$ cat config.mk
export PLATFORM = sky130hd
export DESIGN_NAME = fifo_uart_tx
export DESIGN_NICKNAME = d
export VERILOG_FILES = /design/src/rtl/uart_pkg.sv /design/src/rtl/uart_bit_timer.sv /design/src/rtl/fifo_uart_tx.sv
export SDC_FILE = /design/constraint.sdc
export NUM_CORES = 1
export LEC_CHECK = 0
export ABC_AREA = 1
export CORE_ASPECT_RATIO = 1.2
export CORE_UTILIZATION = 49
export DETAILED_ROUTE_END_ITERATION = 8
export PLACE_DENSITY = 0.75
export SLEW_MARGIN = 20
export SYNTH_ARGS = -nofsm -noshare
export SYNTH_HDL_FRONTEND = slang
export SYNTH_HIERARCHICAL = 1
export SYNTH_SLANG_ARGS = --single-unit
export TNS_END_PERCENT = 5
$ cat constraint.sdc
create_clock -name clk -period 2 [get_ports clk]
set_clock_uncertainty 0.2 [all_clocks]
set_input_delay 0.4 -clock clk [delete_from_list [all_inputs] [get_ports clk]]
set_output_delay 0.4 -clock clk [all_outputs]
set_load 0.05 [all_outputs]
$ cat src/rtl/uart_pkg.sv
// Shared UART transmitter definitions: FSM encoding, frame shape and line levels.
package uart_pkg;

  typedef enum logic [2:0] {
    IDLE  = 3'd0,
    LOAD  = 3'd1,
    START = 3'd2,
    DATA  = 3'd3,
    STOP  = 3'd4
  } state_e;

  localparam int unsigned DATA_BITS = 8;
  localparam int unsigned STOP_BITS = 1;
  localparam int unsigned BIT_IDX_W = $clog2(DATA_BITS);
  localparam logic        LINE_IDLE = 1'b1;

endpackage

$ cat src/rtl/uart_bit_timer.sv
// Baud counter: counts 0..CLKS_PER_BIT-1, clears on request, strobes the last and
// second-to-last cycle of each bit period.
module uart_bit_timer #(
  parameter int unsigned CLKS_PER_BIT = 104
) (
  input  logic clk,
  input  logic rst_n,
  input  logic clr,
  output logic bit_end_c,
  output logic bit_pre_end_c
);

  localparam int unsigned CNT_W = (CLKS_PER_BIT > 1) ? $clog2(CLKS_PER_BIT) : 1;

  logic [CNT_W-1:0] cnt_q, cnt_d;

  always_comb begin
    bit_end_c     = (cnt_q == CNT_W'(CLKS_PER_BIT - 1));
    bit_pre_end_c = (cnt_q == CNT_W'(CLKS_PER_BIT - 2));
    cnt_d         = (clr || bit_end_c) ? '0 : cnt_q + CNT_W'(1);
  end

  always_ff @(posedge clk or negedge rst_n) begin
    if (!rst_n) cnt_q <= '0;
    else        cnt_q <= cnt_d;
  end

endmodule

$ cat src/rtl/fifo_uart_tx.sv
// FIFO reader + UART 8N1 transmitter: pops one byte whenever idle and allowed,
// then serialises it LSB first on tx.
module fifo_uart_tx
  import uart_pkg::*;
#(
  parameter int unsigned CLK_HZ = 12_000_000,
  parameter int unsigned BAUD   = 115_200
) (
  input  logic                 clk,
  input  logic                 reset_n,
  input  logic                 tx_enable,
  input  logic                 fifo_empty,
  input  logic                 fifo_push,
  input  logic [DATA_BITS-1:0] fifo_data,
  output logic                 fifo_pop,
  output logic                 tx,
  output logic                 busy,
  output logic                 frame_done
);

  localparam int unsigned CLKS_PER_BIT = CLK_HZ / BAUD;

  generate
    if (CLKS_PER_BIT < 2) begin : g_bad_rate
      $error("fifo_uart_tx: CLK_HZ/BAUD must be at least 2");
    end
    if (STOP_BITS != 1) begin : g_bad_stop
      $error("fifo_uart_tx: only one stop bit is supported");
    end
  endgenerate

  state_e                 state_q, state_d;
  logic [DATA_BITS-1:0]   shift_q, shift_d;
  logic [BIT_IDX_W-1:0]   idx_q, idx_d;
  logic                   tx_q, tx_d;
  logic                   busy_q, busy_d;
  logic                   done_q, done_d;
  logic                   clr_c, bit_end_c, pre_end_c;

  uart_bit_timer #(
    .CLKS_PER_BIT (CLKS_PER_BIT)
  ) u_timer (
    .clk           (clk),
    .rst_n         (reset_n),
    .clr           (clr_c),
    .bit_end_c     (bit_end_c),
    .bit_pre_end_c (pre_end_c)
  );

  // The FIFO ignores pop on push cycles, so never request one then.
  assign fifo_pop = (state_q == IDLE) & tx_enable & ~fifo_empty & ~fifo_push & reset_n;

  always_comb begin
    state_d = state_q;
    shift_d = shift_q;
    idx_d   = idx_q;
    tx_d    = tx_q;
    done_d  = 1'b0;
    unique case (state_q)
      IDLE: begin
        tx_d = LINE_IDLE;
        if (fifo_pop) state_d = LOAD;
      end
      LOAD: begin
        shift_d = fifo_data;
        tx_d    = 1'b0;
        state_d = START;
      end
      START: begin
        if (bit_end_c) begin
          tx_d    = shift_q[0];
          idx_d   = '0;
          state_d = DATA;
        end
      end
      DATA: begin
        if (bit_end_c) begin
          shift_d = shift_q >> 1;
          if (idx_q == BIT_IDX_W'(DATA_BITS - 1)) begin
            tx_d    = LINE_IDLE;
            state_d = STOP;
          end else begin
            tx_d  = shift_q[1];
            idx_d = idx_q + BIT_IDX_W'(1);
          end
        end
      end
      STOP: begin
        // Registered pulse lands on the final stop-bit cycle.
        done_d = pre_end_c;
        if (bit_end_c) state_d = IDLE;
      end
      default: state_d = IDLE;
    endcase
    busy_d = (state_d != IDLE);
    clr_c  = (state_d != state_q);
  end

  always_ff @(posedge clk or negedge reset_n) begin
    if (!reset_n) begin
      state_q <= IDLE;
      shift_q <= '0;
      idx_q   <= '0;
      tx_q    <= LINE_IDLE;
      busy_q  <= 1'b0;
      done_q  <= 1'b0;
    end else begin
      state_q <= state_d;
      shift_q <= shift_d;
      idx_q   <= idx_d;
      tx_q    <= tx_d;
      busy_q  <= busy_d;
      done_q  <= done_d;
    end
  end

  assign tx         = tx_q;
  assign busy       = busy_q;
  assign frame_done = done_q;

endmodule

After elaboration in Yosys (flattened, before gate mapping)

Cells that the tools add are included.

Register bits after elaboration: 24
Bits of input ports: 13
Logic and storage cells: 53

Reduce and logical (&&, ||, !) cells: 9
Mux-type cells: 18
Bitwise operators: 6
Add/subtract/negate cells: 2
Equal/unequal tests: 11

Operator list:

| cell                                                            | count |
|---|---|
| 3-bit 2-to-1 mux                                                | 8 |
| 8-bit case mux with 2 select lines                              | 1 |
| 3-bit case mux with 5 select lines                              | 1 |
| 7-bit == test, second input constant                            | 2 |
| 8-bit 2-to-1 mux                                                | 1 |
| 7-bit by 1-bit adder with 7-bit output, second input constant   | 1 |
| 7-bit 2-to-1 mux                                                | 1 |
| 3-bit by 2-bit == test with 1-bit output, second input constant | 2 |
| 3-bit == test, second input constant                            | 2 |
| 2-bit inequality test, second input constant                    | 3 |
| 3-bit case mux with 2 select lines                              | 1 |
| 1-bit bitwise AND                                               | 4 |
| 1-bit 2-to-1 mux                                                | 4 |
| 1-bit case mux with 4 select lines                              | 1 |
| 4-bit AND reduction                                             | 1 |
| 2-bit nonzero test                                              | 2 |
| 4-bit nonzero test                                              | 1 |
| 3-bit by 1-bit adder with 3-bit output, second input constant   | 1 |
| 3-bit by 1-bit == test with 1-bit output, second input constant | 1 |
| 3-bit zero test                                                 | 1 |
| 3-bit inequality test                                           | 1 |
| 3-bit AND reduction                                             | 1 |
| 3-bit nonzero test                                              | 1 |
| 1-bit inverter                                                  | 2 |
| other kinds (2)                                                 | 2 |

Logic depth before layout (Yosys ltp)

Word-level depth: 10
Depth in mapped cells: 11

Modules after synthesis

Netlist, hierarchy kept.

By module, submodules not included:

| module         | seq. area each (µm²) | area each (µm²) | cells each | instances |
|---|---|---|---|---|
| fifo_uart_tx   | 426.7                | 955.9           | 110        | 1 |
| uart_bit_timer | 175.2                | 414.1           | 45         | 1 |

Worst setup path after synthesis

No wires, ideal clock.

Path kind: register -> register
Start point: register u_timer.cnt_q[1]
End point: register u_timer.cnt_q[5]
Arrival time: 1779 ps
Buffers on the path: 0
Cell stages (with the launch flop): 10
Slack: -105 ps
Required time: 1675 ps
Cell sequence: dfrtp_1 -> ha_1 -> nand3_2 -> nor2_1 -> nand3_1 -> nand2_1 -> o21ai_0 -> nand2_1 -> o21bai_4 -> nor2_1

Longest elaborated chain between the ends: 6
Elaborated cells between the ends (all ways): 9

RTL lines:

| what                                   | RTL line                                                   | text |
|---|---|---|
| start: declaration                     | uart_bit_timer.sv:15                                       | `logic [CNT_W-1:0] cnt_q, cnt_d;` |
| start signal: assignment               | uart_bit_timer.sv:25                                       | `else cnt_q <= cnt_d;` |
| 7-bit == test (*)                      | uart_bit_timer.sv:18                                       | `bit_end_c = (cnt_q == CNT_W'(CLKS_PER_BIT - 1));` |
| via bit_end_c                          | fifo_uart_tx.sv:38                                         | `logic clr_c, bit_end_c, pre_end_c;` |
| 3-bit 2-to-1 mux (on tied branches)    | fifo_uart_tx.sv:91, fifo_uart_tx.sv:70, fifo_uart_tx.sv:77 |  |
| 3-bit case mux with 5 select lines (*) | fifo_uart_tx.sv:59                                         | `unique case (state_q)` |
| 3-bit inequality test (*)              | fifo_uart_tx.sv:96                                         | `clr_c = (state_d != state_q);` |
| via clr_c                              | fifo_uart_tx.sv:38                                         |  |
| 1-bit logical OR (*)                   | uart_bit_timer.sv:20                                       | `cnt_d = (clr \|\| bit_end_c) ? '0 : cnt_q + CNT_W'(1);` |
| 7-bit 2-to-1 mux (*)                   | uart_bit_timer.sv:20                                       |  |
| via u_timer.cnt_d[5]                   | uart_bit_timer.sv:15                                       |  |

The timed path passes the listed nets; every way through them passes the cells marked *.
A chain may end at the register's enable or synchronous reset.

Final worst setup path

Start point: register state_q[2]
End point: output port fifo_pop

Longest elaborated chain between the ends: 5

RTL lines:

| what                            | RTL line            | text |
|---|---|---|
| start: declaration              | fifo_uart_tx.sv:32  | `state_e state_q, state_d;` |
| start signal: assignment        | fifo_uart_tx.sv:108 | `state_q <= state_d;` |
| 3-bit zero test                 | fifo_uart_tx.sv:51  | `assign fifo_pop = (state_q == IDLE) & tx_enable & ~fifo_empty & ~fifo_push & reset_n;` |
| 1-bit bitwise AND (4 in series) | fifo_uart_tx.sv:51  |  |
| end: declaration                | fifo_uart_tx.sv:15  | `output logic fifo_pop,` |

Every way passes these cells.

==> results by group <==
GRT
  • Largest net degree at the start of global routing: 25
  • Initial antenna violation count: 0
  • All-Layer GR Usage: 21.5%
  • GR Overflow Total: 0
  • Vias in the first global route: 1147
  • Global-route wire length before repair: 4730 um

Pwr
  • Max VDD drop: 0.000409 V
  • Ratio of total power to cell area: 451 mW/mm^2
  • Post-layout total power: 772 uW
  • Leak: 0.835 nW

Synthesis
  • EDFF count, synth: 0
  • Syn_nets: 172
  • Register area share after synthesis: 43.9%
  • Area contributors post-synth: dfrtp_1 (42%), nand2_1 (7.9%), inv_1 (5.2%)
  • Async SR Flop Fraction: 100%
  • Share of the synthesized area in the top cell type: 42.0%
  • Synth Flop Type: dfrtp_1
  • Post-synthesis cell type count: 31
  • Most instantiated cells after synthesis: nand2_1 (29), dfrtp_1 (23), inv_1 (19)
  • Yosys warns: 6
  • Top-count cell post-synth: nand2_1
  • Register bit count reported by yosys: 24
  • Cell count after synthesis: 155
  • Mean Syn Cell Area: 8.84 um^2
  • Post-Syn Area: 0.00137 mm^2
  • Largest area contributor in the netlist: dfrtp_1

Floorplan
  • Initial cell density of the core: 52.6%
  • Top Ports: 17
  • Core box area: 0.00260 mm^2
  • Num rows: 20
  • Chip width: 50.3 um
  • Die area: 0.00301 mm^2
  • Die Y: 59.9 um

Min path
  • Worst min path class: reg2reg
  • Worst hold path cell count: 2
  • Hold Path Origin: shift_q[7]$_DFFE_PN0P_
  • Worst Hold End: shift_q[7]$_DFFE_PN0P_

Clocking
  • CTS clk-pin slew, worst paths: 130 ps
  • CTS tree: yes
  • H-tree depth: 1
  • Worst-Skew Late Latency: 330 ps
  • Clk root buf: clkbuf_4
  • Num CTS Buffers: 3
  • CTS Sinks: 24
  • CTS Buffer Depth: 2

Final layout
  • Layout cells sized above 1: 28.0%
  • N_diodes: 0
  • Fillers: 234
  • Final instance area: 0.00171 mm^2
  • Multi-input gate area: 671 um^2
  • Nets: 204
  • Layout area overhead: 25.0%
  • Non-filler cells, final: 219
  • Seq. cell area: 603 um^2
  • Post-Route Utilization: 65.8%

Route
  • Post-DRT Antenna Nets: 0
  • Drt via density: 5.16
  • DRT iter0 DRCs: 27
  • DRT Pass-1 Iters: 4
  • Post-Route WL: 2780 um
  • Wire per inst: 12.7 um
  • DR vias: 1131
  • Drt drc: 0

STA
  • Setup slack after layout: 29.2 ps
  • Hold Fails Final Rpt: 0
  • Fin Hold WS: 340 ps
  • # setup viols final: 0
  • Max frequency: 507 MHz
  • Setup TNS: 0 ps
  • Max_slew headroom: 79.7%
  • Period minus WS final: 1970 ps
  • RSZ-0062 raised after global routing: true
  • Max-slew violations: 0
  • Final worst path period share: 98.5%
  • Measured slew at the worst slew-check pin: 303 ps

Placement
  • Pre-CTS WS: -5.66 ps
  • PortBufs: 16
  • GPL Wtd Cong: 0.813
  • HPWL after DPL: 1890 um
  • DP Cell Count: 209
  • Dpl cell area: 0.00160 mm^2

Outcome
  • Outcome: finished clean

Setup path
  • CP Launch Type: flop
  • Max Fanout on Critical Path: 7
  • Worst Path Required: 1400 ps
  • Setup CP Type: reg2out
  • Reg-to-reg critical path endpoint: u_timer/cnt_q[6]$_DFF_PN0_
  • Register-to-Register Path Depth: 10
  • Worst r2r src: idx_q[0]$_DFFE_PN0P_
  • CP Capture Type: primary output
  • Flop-to-flop setup slack: 90 ps
  • Crit path DAT: 1370 ps

Run
  • Maxcap violations: 0
-- timing repair --
action                                  CTS  global route
setup buffers                             0             5
endpoints found under the hold margin     0            23
pin swaps                                 0             7
gates resized for setup                   3             9
endpoints found under the setup margin    6             8
hold buffers                              0             1
-- kinds of logic (layout without fill, tap and decap cells) --
family          count (synthesis)  after routing  share of synthesized area (%)
compound gates                 25             25                           14.3
xor+xnor                        3              3                           1.92
fa+ha+maj                       4              4                           3.65
simple gates                   74             74                           26.5
buf+inv                        25             56                           9.68
flops                          24             24                           43.9
-- final cells by class --
cell class	count	share of cell area [%]
multi-input combinational	106	39.2
sequential	24	35.2
timing repair buffer	31	17.1
inverter	21	4.60
tap	33	2.41
clock buffer	4	1.53
-- cell usage in the layout (no fill, tap or decap), drive strengths merged, types with 2 or more instances in the layout --
master,synthesis,routed
o211ai,6,6
clkdlybuf4s50,0,11
o21bai,4,4
nand3,17,17
o21ai,11,11
nor3b,2,2
xor2,2,2
clkbuf,0,4
inv,21,21
nand2,33,33
dfrtp,23,23
nor2,20,20
ha,4,4
buf,4,18
-- state kept, by name, summed over array words and instances, names as in the netlist --
register	count
idx_q	3
frame_done	1
busy	1
u_timer/cnt_q	7
state_q	3
tx	1
shift_q	8
-- metal layers --
metal	track usage, %	wire length [um]	vias up
met5	0	0	-
met4	11.0	76	0
met3	1.53	55	7
met2	43.4	1550	21
met1	21.5	1090	536
li1	-	-	567
-- power by group --
group          leakage (nW)  internal (mW)  total [mW]  switching, mW
clock network        0.0150         0.0783       0.225          0.147
registers             0.291          0.493       0.496        0.00309
logic                 0.529         0.0285      0.0500         0.0214
total                 0.835          0.600       0.772          0.172
-- how the worst max path moves through the flow --
stage                               startpoint                          to  slack [ps]  cells past startpoint
detailed placement                     reset_n                    fifo_pop          -6                      5
finish                    state_q[2]$_DFF_PN0_                    fifo_pop          30                      6
CTS                       state_q[2]$_DFF_PN0_                    fifo_pop          10                      6
global placement                       reset_n                    fifo_pop          20                      5
global route        u_timer/cnt_q[0]$_DFF_PN0_  u_timer/cnt_q[5]$_DFF_PN0_         -60                     11
floorplan           u_timer/cnt_q[1]$_DFF_PN0_  u_timer/cnt_q[5]$_DFF_PN0_          30                     11
-- critical path: stages, from the launching register on --
cell and delay [ps]:
dfrtp_1 500, inv_2 130, nand2_1 50, nor2_1 80, nand2_1 80, inv_2 70
buf_12 130
(Power assumes the default switching activity.)
